### config.mk
export PLATFORM = sky130hd
export DESIGN_NAME = aidan_mcnay_iter_divider
export DESIGN_NICKNAME = d
export VERILOG_FILES = /design/src/rtl/aidan_mcnay_iter_divider_pkg.sv /design/src/rtl/aidan_mcnay_div_step.sv /design/src/rtl/aidan_mcnay_iter_divider.sv
export SDC_FILE = /design/constraint.sdc
export NUM_CORES = 1
export LEC_CHECK = 0
export BUFFER_PORTS_ARGS = -buffer_cell sky130_fd_sc_hd__buf_2
export CAP_MARGIN = 10
export CORE_UTILIZATION = 25
export DETAILED_ROUTE_END_ITERATION = 6
export MAX_ROUTING_LAYER = met4
export PLACE_DENSITY_LB_ADDON = 0.2
export SKIP_LAST_GASP = 1
export SLEW_MARGIN = 40
export SYNTH_ARGS = -nofsm -noshare
export SYNTH_HDL_FRONTEND = slang
export SYNTH_SLANG_ARGS = --single-unit
export TNS_END_PERCENT = 20
### constraint.sdc
create_clock -name clk -period 3.1 [get_ports clk]
set_clock_uncertainty 0.2 [all_clocks]
set_input_delay 0.465 -clock clk [delete_from_list [all_inputs] [get_ports clk]]
set_output_delay 0.465 -clock clk [all_outputs]
set_load 0.02 [all_outputs]
### src/rtl/aidan_mcnay_iter_divider_pkg.sv
// Shared definitions for the iterative restoring divider: FSM state encoding
// and the width of the step counter.
package aidan_mcnay_iter_divider_pkg;

  typedef enum logic [1:0] {
    IDLE = 2'd0,
    CALC = 2'd1,
    DONE = 2'd2
  } state_t;

  // The step counter is loaded with nbits itself, so it needs room for that value.
  function automatic int ctr_width(input int n);
    return $clog2(n + 1);
  endfunction

endpackage

### src/rtl/aidan_mcnay_div_step.sv
// One combinational restoring-division step: shift the next dividend bit into
// the partial remainder and subtract the divisor if it fits.
module aidan_mcnay_div_step
  import aidan_mcnay_iter_divider_pkg::*;
#(
  parameter int nbits = 16
) (
  input  logic [nbits:0]   p,
  input  logic [nbits-1:0] q,
  input  logic [nbits-1:0] divisor,
  output logic [nbits:0]   p_next,
  output logic [nbits-1:0] q_next
);

  logic [nbits+1:0] p_shift;
  logic [nbits:0]   diff;
  logic             fits;

  // The top bit of p is always zero between steps, because a restored remainder
  // is smaller than the divisor. It is still carried into the compare so that
  // the compare is exact for any input.
  assign p_shift = {p, q[nbits-1]};
  assign fits    = (p_shift >= {2'b00, divisor});
  assign diff    = p_shift[nbits:0] - {1'b0, divisor};

  // Select the restored or reduced remainder and shift the new quotient bit in.
  // NOTE: every output of a combinational block gets a value on every path, so no latch is inferred.
  always_comb begin
    p_next = p_shift[nbits:0];
    if (fits) p_next = diff;
    q_next = {q[nbits-2:0], fits};
  end

endmodule

### src/rtl/aidan_mcnay_iter_divider.sv
// Iterative restoring unsigned divider with val/rdy request and response
// streams. One quotient bit is produced per cycle, and one operation is in
// flight at a time.
module aidan_mcnay_iter_divider
  import aidan_mcnay_iter_divider_pkg::*;
#(
  parameter int nbits = 16
) (
  input  logic             clk,
  input  logic             reset,
  input  logic             istream_val,
  output logic             istream_rdy,
  input  logic [nbits-1:0] dividend,
  input  logic [nbits-1:0] divisor,
  output logic             ostream_val,
  input  logic             ostream_rdy,
  output logic [nbits-1:0] quotient,
  output logic [nbits-1:0] remainder
);

  localparam int CW = ctr_width(nbits);

  state_t           state;
  state_t           state_next;
  logic [nbits:0]   p_reg;
  logic [nbits:0]   p_step;
  logic [nbits-1:0] q_reg;
  logic [nbits-1:0] q_step;
  logic [nbits-1:0] d_reg;
  logic [CW-1:0]    cnt;
  logic             req_xfer;
  logic             resp_xfer;

  assign req_xfer  = istream_val & istream_rdy;
  assign resp_xfer = ostream_val & ostream_rdy;

  aidan_mcnay_div_step #(.nbits(nbits)) u_step (
    .p       (p_reg),
    .q       (q_reg),
    .divisor (d_reg),
    .p_next  (p_step),
    .q_next  (q_step)
  );

  // State register. Reset aborts any operation in flight.
  // NOTE: sequential state uses non-blocking assignments, so every flop samples pre-edge values.
  always_ff @(posedge clk or negedge reset) begin
    if (!reset) state <= IDLE;
    else        state <= state_next;
  end

  // Next-state logic. The counter value 1 marks the last of the nbits steps.
  always_comb begin
    state_next = state;
    case (state)
      IDLE:    if (req_xfer)       state_next = CALC;
      CALC:    if (cnt == CW'(1))  state_next = DONE;
      DONE:    if (resp_xfer)      state_next = IDLE;
      default:                     state_next = IDLE;
    endcase
  end

  // Handshake outputs are pure decodes of the state register.
  always_comb begin
    istream_rdy = (state == IDLE);
    ostream_val = (state == DONE);
  end

  // Operand, partial-remainder and counter registers. They are cleared on reset
  // so the outputs are deterministic even outside DONE.
  always_ff @(posedge clk or negedge reset) begin
    if (!reset) begin
      p_reg <= '0;
      q_reg <= '0;
      d_reg <= '0;
      cnt   <= '0;
    end else begin
      case (state)
        IDLE: begin
          if (req_xfer) begin
            d_reg <= divisor;
            q_reg <= dividend;
            p_reg <= '0;
            cnt   <= CW'(nbits);
          end
        end
        CALC: begin
          p_reg <= p_step;
          q_reg <= q_step;
          cnt   <= cnt - 1'b1;
        end
        default: ;
      endcase
    end
  end

  // Results are read straight from the registers, which hold steady in DONE.
  assign quotient  = q_reg;
  assign remainder = p_reg[nbits-1:0];

endmodule
### Word level (Yosys, flattened, before mapping)

Cells that the tools add are included.

* register bits: 56
* bits of input ports: 36
* output and inout bits: 34
* word-level logic and storage cells: 32

* $add $sub $neg: 2
* $lt $le $gt $ge: 1
* equality and inequality tests: 6
* multiplexer cells: 11
* bitwise gates (word level): 2
* reductions and logical operators: 5

Operators with widths (count)
* 17-bit 2-to-1 mux: 2
* 17-bit one-hot mux with 2 select lines: 1
* 16-bit one-hot mux with 2 select lines: 1
* 18-bit by 16-bit >= comparator with 1-bit output: 1
* 17-bit by 16-bit subtractor with 17-bit output: 1
* 16-bit 2-to-1 mux: 1
* 5-bit one-hot mux with 2 select lines: 1
* 2-bit 2-to-1 mux: 3
* 2-bit one-hot mux with 3 select lines: 1
* 5-bit by 1-bit equality test with 1-bit output, second input constant: 1
* 5-bit 2-to-1 mux: 1
* 5-bit by 1-bit subtractor with 5-bit output, second input constant: 1
* 2-bit by 1-bit != test with 1-bit output, second input constant: 2
* 2-bit AND reduction: 2
* 3-bit AND reduction: 1
* 1-bit AND: 2
* 2-bit by 1-bit equality test with 1-bit output, second input constant: 1
* 2-bit equality test, second input constant: 1
* 2-bit logical NOT: 1
* 2-bit != test, second input constant: 1
* 2-bit nonzero test: 1

### Logic depth before layout (Yosys ltp)

Gate-level depths: netlist of run 1.

* depth in word-level cells: 4
* mapped depth: 10
* depth with buffers taken out: 9

### By module

From an unflattened synthesis of run 1, not the netlist that was laid out.

* cell total of the unflattened synthesis: 457
* area, all modules: 3802.4 µm²

Modules (own cells, without submodules)
* aidan_mcnay_iter_divider: instances 1, cells each 282, area an instance 2613.8 µm², sequential area each 1401.3 µm²
* aidan_mcnay_div_step: instances 1, cells each 175, area an instance 1188.6 µm², sequential area each 0.0 µm²

### Worst setup path before layout of run 1

Ideal clock, no wire load.

* kind: register to register
* start: reg q_reg[15], in the netlist quotient[15]
* end: reg p_reg[10]
* setup time: 0.134 ns
* arrival: 2.472 ns
* required time: 2.766 ns
* path slack: 0.294 ns
* cell stages (with the launch flop): 11
* buffers on the path: 1
* clock period less this slack: 2.806 ns
* cell sequence: dfrtp_1 inv_1 ha_1 fa_1 nand2b_2 a211oi_2 o21ai_2 a31o_4 buf_2 a41oi_1 o31ai_1

* longest elaborated chain between the ends: 3
* elaborated cells between the ends (all ways): 4
* those cells by class: 1 x add/sub; 1 x order compare; 2 x mux

RTL lines
* start, declared: RTL line aidan_mcnay_iter_divider.sv:27 `logic [nbits-1:0] q_reg;`
* start signal, assigned: RTL line aidan_mcnay_iter_divider.sv:82 `q_reg <= dividend;`
* start signal, assigned: RTL line aidan_mcnay_iter_divider.sv:89 `q_reg <= q_step;`
* 17-bit by 16-bit subtractor with 17-bit output / 18-bit by 16-bit >= comparator with 1-bit output (equally long branches): RTL line aidan_mcnay_div_step.sv:24, aidan_mcnay_div_step.sv:23
* 17-bit 2-to-1 mux (*): RTL line aidan_mcnay_div_step.sv:30 `if (fits) p_next = diff;`
* 17-bit one-hot mux with 2 select lines (*): RTL line aidan_mcnay_iter_divider.sv:78 `case (state)`
* end signal, assigned: RTL line aidan_mcnay_iter_divider.sv:88 `p_reg <= p_step;`
* end, declared: RTL line aidan_mcnay_iter_divider.sv:25 `logic [nbits:0] p_reg;`

Mark *: on every way between the ends. The rest lies on a longest branch, timed or not.
A chain may end at the register's enable or synchronous reset.

### Final worst setup path of run 1

* start: reg q_reg[15], in the netlist quotient[15]
* end: reg p_reg[5]

Same word-level chain as after synthesis.

==> flow_summary.json, run 1 <==
{
  "seq_area_frac_synth_pct": 40.35,
  "tightestPinTransition_ps": 689.7,
  "die_w_um": 119.9,
  "endpoint_kind": "flip-flop",
  "cp_slowest_stage_delay_ps": 400,
  "clock_sinks": 56,
  "antenna_found_initial": 0,
  "htree_levels": 2,
  "rsz0062_at_grt": "false",
  "via_per_inst": 4.859,
  "start_kind": "flip-flop",
  "grt_max_degree": 57,
  "design_area_sq_mm": 0.004064,
  "synthArstFlopShare_pct": 100.0,
  "vias": 3008,
  "timing.fmax_mhz": 364.8,
  "yosys.area_share.simple_pct": 19.31,
  "rows": 42,
  "grt-ovfl-total": 0,
  "portBuffers": 69,
  "boundaryPins": 70,
  "die-area_sq_mm": 0.01437,
  "cts_resized": 0,
  "initial_core_util_pct": 25.92,
  "report.final.hold_viol_count": 2,
  "insertion_delay_ps": 300,
  "finalNonFillerCells": 619,
  "postCtsHoldBufs": 0,
  "yosys.area_share.xor_xnor_pct": 3.026,
  "cpMaxStageDelayCell": "fa_1",
  "criticalPathCategory": "reg2reg",
  "clock_path_buffers": 2,
  "fin_setup_tns_ps": 0,
  "synthMostInstantiatedCell": "nand2_1",
  "yosys.area_share.adder_pct": 7.061,
  "core_sq_mm": 0.01340,
  "cts_tree": "done",
  "min_period_over_period_pct": 88.41,
  "drt_first_iter_violations": 161,
  "clk_pin_slew_ps": 80,
  "hold_class": "in2async",
  "syn_area_sq_mm": 0.003473,
  "critPathArrivalTime_ps": 2780,
  "slew_viol_final": 0,
  "yosys_most_used_dff": "dfrtp_1",
  "synth-compound-area-share_pct": 22.44,
  "placed_area_sq_mm": 0.003914,
  "synth_top_family_by_area": "compound AO/OA/AOI/OAI gates",
  "synth_top_area_share_pct": 40.35,
  "fin_nets": 497,
  "cts_buffers": 5,
  "outcome": "finished with violations",
  "synth_edf_count": 0,
  "syn_to_final_growth_pct": 17.00,
  "syn_area_per_cell_sq_um": 8.861,
  "drive_above_1_share_pct": 23.02,
  "synth_common_cells": "nand2_1, dfrtp_1, o21ai_0",
  "min_period_ps": 2741,
  "grt_pass1_vias": 3189,
  "hold_ws_ps": -3.149,
  "hpwl_mm": 6.791,
  "crit_required_ps": 3140,
  "setup_violations": 0,
  "drt_wl_total_mm": 9.520,
  "largest_reg_flops": 17,
  "netlist_top_cells_area": "dfrtp_1, nand2_1, ha_1",
  "violations": "negative hold slack",
  "worstPathCellList": "inv_1 > ha_1 > fa_1 > nand2b_2 > a211oi_2 > o21ai_2 > a31o_4 > a2111oi_4 > a311o_1",
  "insertedDiodeCount": 0,
  "groute.usage.overall_pct": 14.74,
  "yosysWarnings": 0,
  "postCtsSetupBuffers": 0,
  "cap_violations": 0,
  "die_h_um": 119.9,
  "root_buffer": "clkbuf_16",
  "synth_area_leader_cell": "dfrtp_1",
  "crit_fanout": 16,
  "drc": 0,
  "ys_types": 52,
  "slew-limit-headroom_pct": 53.71,
  "grt_pass1_wl_mm": 16.30,
  "syn_inst": 392,
  "gp_congestion": 0.8594,
  "drtAntennaViolNets": 0,
  "dpl.cell_count": 611,
  "synth_mux_area_share_pct": 0,
  "drtPass1Iterations": 4,
  "mappedNetlistNets": 447,
  "detail_route.wl_per_cell_um": 15.38,
  "ys_ff_latch": 56
}
logic make-up (layout without fill, tap and decap cells):
kind of cell             after synthesis  count (layout)
AND/OR/NAND/NOR                      139             139
AO/OA/AOI/OAI                        110             110
flip-flops                            56              56
buffers and inverters                 56             107
adder cells (fa/ha/maj)               19              19
XOR/XNOR                              12              12
metal layers:
layer  vias up  global-route usage (%)  share of wire, %
li1       1489                       -                 -
met1      1448                   18.39                47
met2        64                   24.42                48
met3         7                   2.947               4.2
met4         0                   3.594              0.93
met5         -                       -                 0
per-stage QoR:
step | worst slack (ps) | util (%) | hold slack, ps
floorplan | 294.4 | - | -30.59
global placement | 439.1 | 29.21 | 262.9
detailed placement | 377.6 | 29.21 | 279.9
CTS | 350.3 | 30.30 | 147.7
global route | 215.8 | 30.33 | 67.46
finish | 359.1 | 30.33 | -3.149
layout make-up:
class,instances,area [sq um]
well taps,176,220.2
inverters,22,82.58
clock inverters,3,21.27
repair buffers,77,409.1
multi-input cells,280,1804
flip-flops and latches,56,1401
fillers,1446,9336
clock buffers,5,125.1
cells in the final DEF, fill, tap and decap left out, types with 6 or more instances in the layout:
| cell | count |
|---|---|
| xor2_1 | 8 |
| nand4_1 | 12 |
| a21oi_1 | 19 |
| and3_1 | 8 |
| nand3_1 | 10 |
| buf_2 | 69 |
| a22oi_1 | 15 |
| buf_4 | 7 |
| nor2_1 | 12 |
| nor3_1 | 7 |
| inv_1 | 22 |
| o21ai_0 | 31 |
| a41oi_1 | 6 |
| nand2_1 | 65 |
| o211ai_1 | 7 |
| dfrtp_1 | 56 |
| ha_1 | 18 |
worst max-delay path, delay by kind of cell (launching register included):
kind | cells | cell delay (ps)
compound gates | 5 | 1230
fa+ha+maj | 2 | 620
flops | 1 | 360
simple gates | 1 | 210
buf+inv | 1 | 70
worst paths after layout:
kind | startpoint | to | slack [ps] | cells after the start
max | quotient[15]$_DFFE_PN0P_ | p_reg[5]$_DFFE_PN0P_ | 360 | 9
min | reset | d_reg[9]$_DFFE_PN0P_ | -3 | 2
max reg2reg | quotient[15]$_DFFE_PN0P_ | p_reg[5]$_DFFE_PN0P_ | 360 | 9
min reg2reg | cnt[4]$_DFFE_PN0P_ | cnt[4]$_DFFE_PN0P_ | 290 | 1
max in group asynchronous | reset | quotient[11]$_DFFE_PN0P_ | 2270 | 2
min in group clk | divisor[12] | d_reg[12]$_DFFE_PN0P_ | 160 | 3
Power of run 1 is not shown: default switching activity piles up to over one toggle a cycle in this logic, so the estimate is an artifact.
==> run 2, diff against run 1 <==
MAX_ROUTING_LAYER = not set   (was met4)
==> run 2 against run 1 <==
  * The flow still finishes with violations (negative hold slack)
  * Die area unchanged
  * Cell area unchanged
  * First-iteration DRC count down 12%
  * Clock-buffer cell count unchanged
  * Non-clock buffer count unchanged
  * Critical path depth unchanged
  * Register-to-register slack about the same
  * Worst hold slack worse by 1.1 ps
  * Wire length down 0.13%
  * Via count down 0.13%
  * Final cell count unchanged
==> flow_summary.json, run 2 (synthesized netlist as in run 1, its figures left out) <==
{
  "outcome": "finished with violations",
  "violations": "negative hold slack",
  "hpwl_mm": 6.791,
  "initial_core_util_pct": 25.92,
  "cts_resized": 0,
  "cts_tree": "done",
  "reg2reg_slack_ps": 360,
  "vias": 3004,
  "grt-ovfl-total": 0,
  "hold_class": "in2async",
  "multi_input_area_sq_mm": 0.001804,
  "antenna_found_initial": 0,
  "hold_ws_ps": -4.264,
  "seqCellArea_sq_mm": 0.001401,
  "start_kind": "flip-flop",
  "largest_reg_flops": 17,
  "drt_first_iter_violations": 141,
  "criticalPathCategory": "reg2reg",
  "endpoint_kind": "flip-flop",
  "grt_pass1_vias": 3187,
  "reg2regPathDepth": 9,
  "clock_path_buffers": 2,
  "drive_above_1_share_pct": 23.02,
  "clk_pin_slew_ps": 80,
  "design_area_sq_mm": 0.004064,
  "syn_to_final_growth_pct": 17.00,
  "regToRegStartpoint": "quotient[15]$_DFFE_PN0P_",
  "grt_pass1_wl_mm": 16.32,
  "critPathArrivalTime_ps": 2790,
  "layout_common_cells": "buf_2, nand2_1, dfrtp_1",
  "insertion_delay_ps": 300,
  "drtAntennaViolNets": 0,
  "core_sq_mm": 0.01340,
  "min_period_ps": 2743,
  "die_w_um": 119.9,
  "cap_violations": 0,
  "reg2reg_to": "p_reg[5]$_DFFE_PN0P_",
  "groute.usage.overall_pct": 14.34,
  "boundaryPins": 70,
  "root_buffer": "clkbuf_16",
  "final.fill_count": 1446,
  "portBuffers": 69,
  "crit_required_ps": 3140,
  "fin_nets": 497,
  "grt_max_degree": 57,
  "slew-limit-headroom_pct": 52.70,
  "layout_commonest_cell": "buf_2",
  "postCtsSetupBuffers": 0,
  "min_period_over_period_pct": 88.49,
  "placed_area_sq_mm": 0.003914,
  "via_per_inst": 4.853,
  "final_util_pct": 30.33,
  "gp_congestion": 0.8461,
  "cts_buffers": 5,
  "die_h_um": 119.9,
  "timing.fmax_mhz": 364.6,
  "drc": 0,
  "die-area_sq_mm": 0.01437,
  "rsz0062_at_grt": "false",
  "clock_sinks": 56,
  "slew_viol_final": 0,
  "crit_fanout": 16,
  "drtPass1Iterations": 4,
  "tightestPinTransition_ps": 704.8,
  "detail_route.wl_per_cell_um": 15.36,
  "insertedDiodeCount": 0,
  "drt_wl_total_mm": 9.508,
  "fin_setup_tns_ps": 0,
  "report.final.hold_viol_count": 3,
  "postCtsHoldBufs": 0,
  "setup_violations": 0,
  "rows": 42,
  "htree_levels": 2
}
run 2: cell counts in the layout (fill, tap and decap cells not counted):
Identical to the previous run, type by type.
run 2: worst max path at each step:
| stage | startpoint | endpoint | slack [ps] | cells after the start |
|---|---|---|---|---|
| floorplan | quotient[15]$_DFFE_PN0P_ | p_reg[10]$_DFFE_PN0P_ | 290 | 10 |
| global placement | quotient[15]$_DFFE_PN0P_ | p_reg[5]$_DFFE_PN0P_ | 440 | 9 |
| detailed placement | quotient[15]$_DFFE_PN0P_ | p_reg[5]$_DFFE_PN0P_ | 380 | 9 |
| CTS | quotient[15]$_DFFE_PN0P_ | p_reg[5]$_DFFE_PN0P_ | 350 | 9 |
| global route | p_reg[4]$_DFFE_PN0P_ | p_reg[9]$_DFFE_PN0P_ | 220 | 7 |
| finish | quotient[15]$_DFFE_PN0P_ | p_reg[5]$_DFFE_PN0P_ | 360 | 9 |
run 2: metrics by stage:
stage / worst slack (ps) / instances / hold WS [ps]
after floorplan: 294.4 / 392 / -30.59
after global placement: 439.1 / 611 / 262.9
after detailed placement: 377.6 / 611 / 279.9
after CTS: 350.3 / 619 / 147.7
after global routing: 215.8 / 619 / 67.46
final: 357.0 / 619 / -4.264
run 2: critical path, stage by stage (launching register included):
cell and delay (ps):
dfrtp_1 360, inv_1 70, ha_1 220, fa_1 400, nand2b_2 210, a211oi_2 260, o21ai_2 140, a31o_4 330
a2111oi_4 350, a311o_1 150
run 2: layout make-up:
type	instances	share of cell area, %
Sequential cell	56	34.48
Inverter	22	2.032
Tap cell	176	5.419
Clock buffer	5	3.079
Clock inverter	3	0.5234
Timing Repair Buffer	77	10.07
Multi-Input combinational cell	280	44.40
run 2: routing by layer:
layer,routed length [um],track usage (%),up-vias
met4,89,3.594,0
met3,391,3.089,7
met5,0,0,-
met1,4537,18.39,1438
met2,4491,24.35,71
li1,-,-,1488
Power of run 2 is left out for the same reason.
==> run 3, diff against run 2 <==
CELL_PAD_IN_SITES_DETAIL_PLACEMENT = 1   (was not set)
CELL_PAD_IN_SITES_GLOBAL_PLACEMENT = 1   (was not set)
==> run 3 against run 2 <==
  * The run now ends clean
  * Register-to-register slack worse by 40 ps
  * Worst hold slack better by 160 ps
  * Utilization up 0.44 points
  * Sequential share of layout area down 0.49 points
  * Fmax down 1.3%
  * Final cell count up 0.81%
  * Cell area up 1.4%
  * Worst setup slack worse by 36 ps
  * Largest cell class unchanged
==> flow_summary.json, run 3 (synthesized netlist as in run 1, its figures left out) <==
{
  "outcome": "completed",
  "drtPass1Iterations": 4,
  "postCtsSetupBuffers": 0,
  "hpwl_mm": 7.984,
  "met1_usage_pct": 20.56,
  "drt_first_iter_violations": 170,
  "largest_reg_flops": 17,
  "grt_max_degree": 30,
  "grt-ovfl-total": 0,
  "clk_pin_slew_ps": 80,
  "boundaryPins": 70,
  "cp_slowest_stage_delay_ps": 400,
  "htree_levels": 2,
  "vias": 3089,
  "min_from": "divisor[2]",
  "die_w_um": 119.9,
  "drt_wl_total_mm": 10.69,
  "layout_common_cells": "buf_2, nand2_1, dfrtp_1",
  "slew_viol_final": 0,
  "timing.fmax_mhz": 359.8,
  "cap_violations": 0,
  "initial_core_util_pct": 25.92,
  "detail_route.wl_per_cell_um": 17.13,
  "reg2reg_slack_ps": 320,
  "setup_violations": 0,
  "slew-limit-headroom_pct": 53.37,
  "cts_tree": "done",
  "portBuffers": 69,
  "use_met3_pct": 4.515,
  "layout_commonest_cell": "buf_2",
  "crit_required_ps": 3150,
  "reg2reg_to": "p_reg[5]$_DFFE_PN0P_",
  "hold_class": "in2reg",
  "rows": 42,
  "drc": 0,
  "crit_fanout": 16,
  "drive_above_1_share_pct": 23.66,
  "min_period_over_period_pct": 89.65,
  "root_buffer": "clkbuf_16",
  "insertion_delay_ps": 310,
  "fin_setup_tns_ps": 0,
  "drtAntennaViolNets": 0,
  "grt_pass1_vias": 3369,
  "grt_pass1_wl_mm": 17.96,
  "holdPathStages": 3,
  "cts_buffers": 5,
  "holdPathEnd": "d_reg[2]$_DFFE_PN0P_",
  "endpoint_kind": "flip-flop",
  "final.fill_count": 1598,
  "clock_sinks": 56,
  "cpMaxStageDelayCell": "fa_1",
  "fin_nets": 502,
  "via_per_inst": 4.950,
  "die-area_sq_mm": 0.01437,
  "groute.usage.overall_pct": 16.07,
  "syn_to_final_growth_pct": 18.70,
  "die_h_um": 119.9,
  "gr-max-usage-layer": "met2",
  "gp_congestion": 0.8064,
  "grt_use_met2_pct": 26.48,
  "worstPathCellList": "inv_1 > ha_1 > fa_1 > nand2b_2 > a211oi_2 > o21ai_2 > a31o_4 > a2111oi_4 > a311o_1",
  "tightestPinTransition_ps": 695.2,
  "clock_path_buffers": 2,
  "critPathArrivalTime_ps": 2830,
  "report.final.hold_viol_count": 0,
  "criticalPathCategory": "reg2reg",
  "min_period_ps": 2779,
  "start_kind": "flip-flop",
  "insertedDiodeCount": 0,
  "regToRegStartpoint": "quotient[15]$_DFFE_PN0P_",
  "rsz0062_at_grt": "false",
  "antenna_found_initial": 0,
  "core_sq_mm": 0.01340,
  "reg2regPathDepth": 9
}
[run 3: cell count changes in the layout (fill, tap and decap cells not counted)]
cell,delta
buf_4,+5
buf_12,+1
buf_2,-1
buf_6,-1
clkbuf_8,+1
clkinv_2,-1
clkinvlp_4,+1
dlygate4sd3_1,+1
inv_6,-1
[run 3: final cells by class]
| class | count | area (sq um) | share of cell area (%) |
|---|---|---|---|
| sequential | 56 | 1401 | 33.99 |
| clock buffer | 6 | 138.9 | 3.369 |
| multi-input combinational | 280 | 1804 | 43.76 |
| timing repair buffer | 82 | 460.4 | 11.17 |
| inverter | 22 | 82.58 | 2.003 |
| tap | 176 | 220.2 | 5.341 |
| clock inverter | 2 | 15.01 | 0.3642 |
[run 3: metal layers]
| metal | share of wire [%] | up-vias |
|---|---|---|
| met4 | 1.2 | 0 |
| li1 | - | 1491 |
| met5 | 0 | - |
| met1 | 46 | 1532 |
| met3 | 4.7 | 9 |
| met2 | 48 | 57 |
[run 3: repair_timing]
action                    CTS  global route
gates resized for setup     0             0
hold endpoints to repair    0            28
hold buffers                0             1
[run 3: how the worst max path moves through the flow]
stage | start | end | slack [ps] | cells past startpoint
3_5_place_dp | quotient[15]$_DFFE_PN0P_ | p_reg[5]$_DFFE_PN0P_ | 350 | 9
5_1_grt | quotient[15]$_DFFE_PN0P_ | p_reg[12]$_DFFE_PN0P_ | 110 | 9
4_1_cts | quotient[15]$_DFFE_PN0P_ | p_reg[12]$_DFFE_PN0P_ | 310 | 9
2_1_floorplan | quotient[15]$_DFFE_PN0P_ | p_reg[10]$_DFFE_PN0P_ | 290 | 10
6_report | quotient[15]$_DFFE_PN0P_ | p_reg[5]$_DFFE_PN0P_ | 320 | 9
3_3_place_gp | quotient[15]$_DFFE_PN0P_ | p_reg[5]$_DFFE_PN0P_ | 420 | 9
[run 3: worst max-delay path: cells and delay by family, from the launching register on]
kind / cells / cell delay (ps)
AOI/OAI and AO/OA: 5 / 1230
adders and majority gates: 2 / 620
DFF: 1 / 380
and+or+nand+nor: 1 / 210
buffers and inverters: 1 / 70
[run 3: stage by stage]
step / cell area (sq um) / setup WS [ps] / util (%) / instances / hold slack, ps
2_1_floorplan: 3473 / 294.4 / - / 392 / -30.59
3_3_place_gp: 3956 / 415.3 / 29.52 / 615 / 282.6
3_5_place_dp: 3956 / 349.0 / 29.52 / 615 / 283.6
4_1_cts: 4110 / 306.4 / 30.67 / 623 / 45.89
5_1_grt: 4123 / 109.0 / 30.77 / 624 / 155.9
6_report: 4123 / 321.0 / 30.77 / 624 / 157.7
Power of run 3 is left out for the same reason.
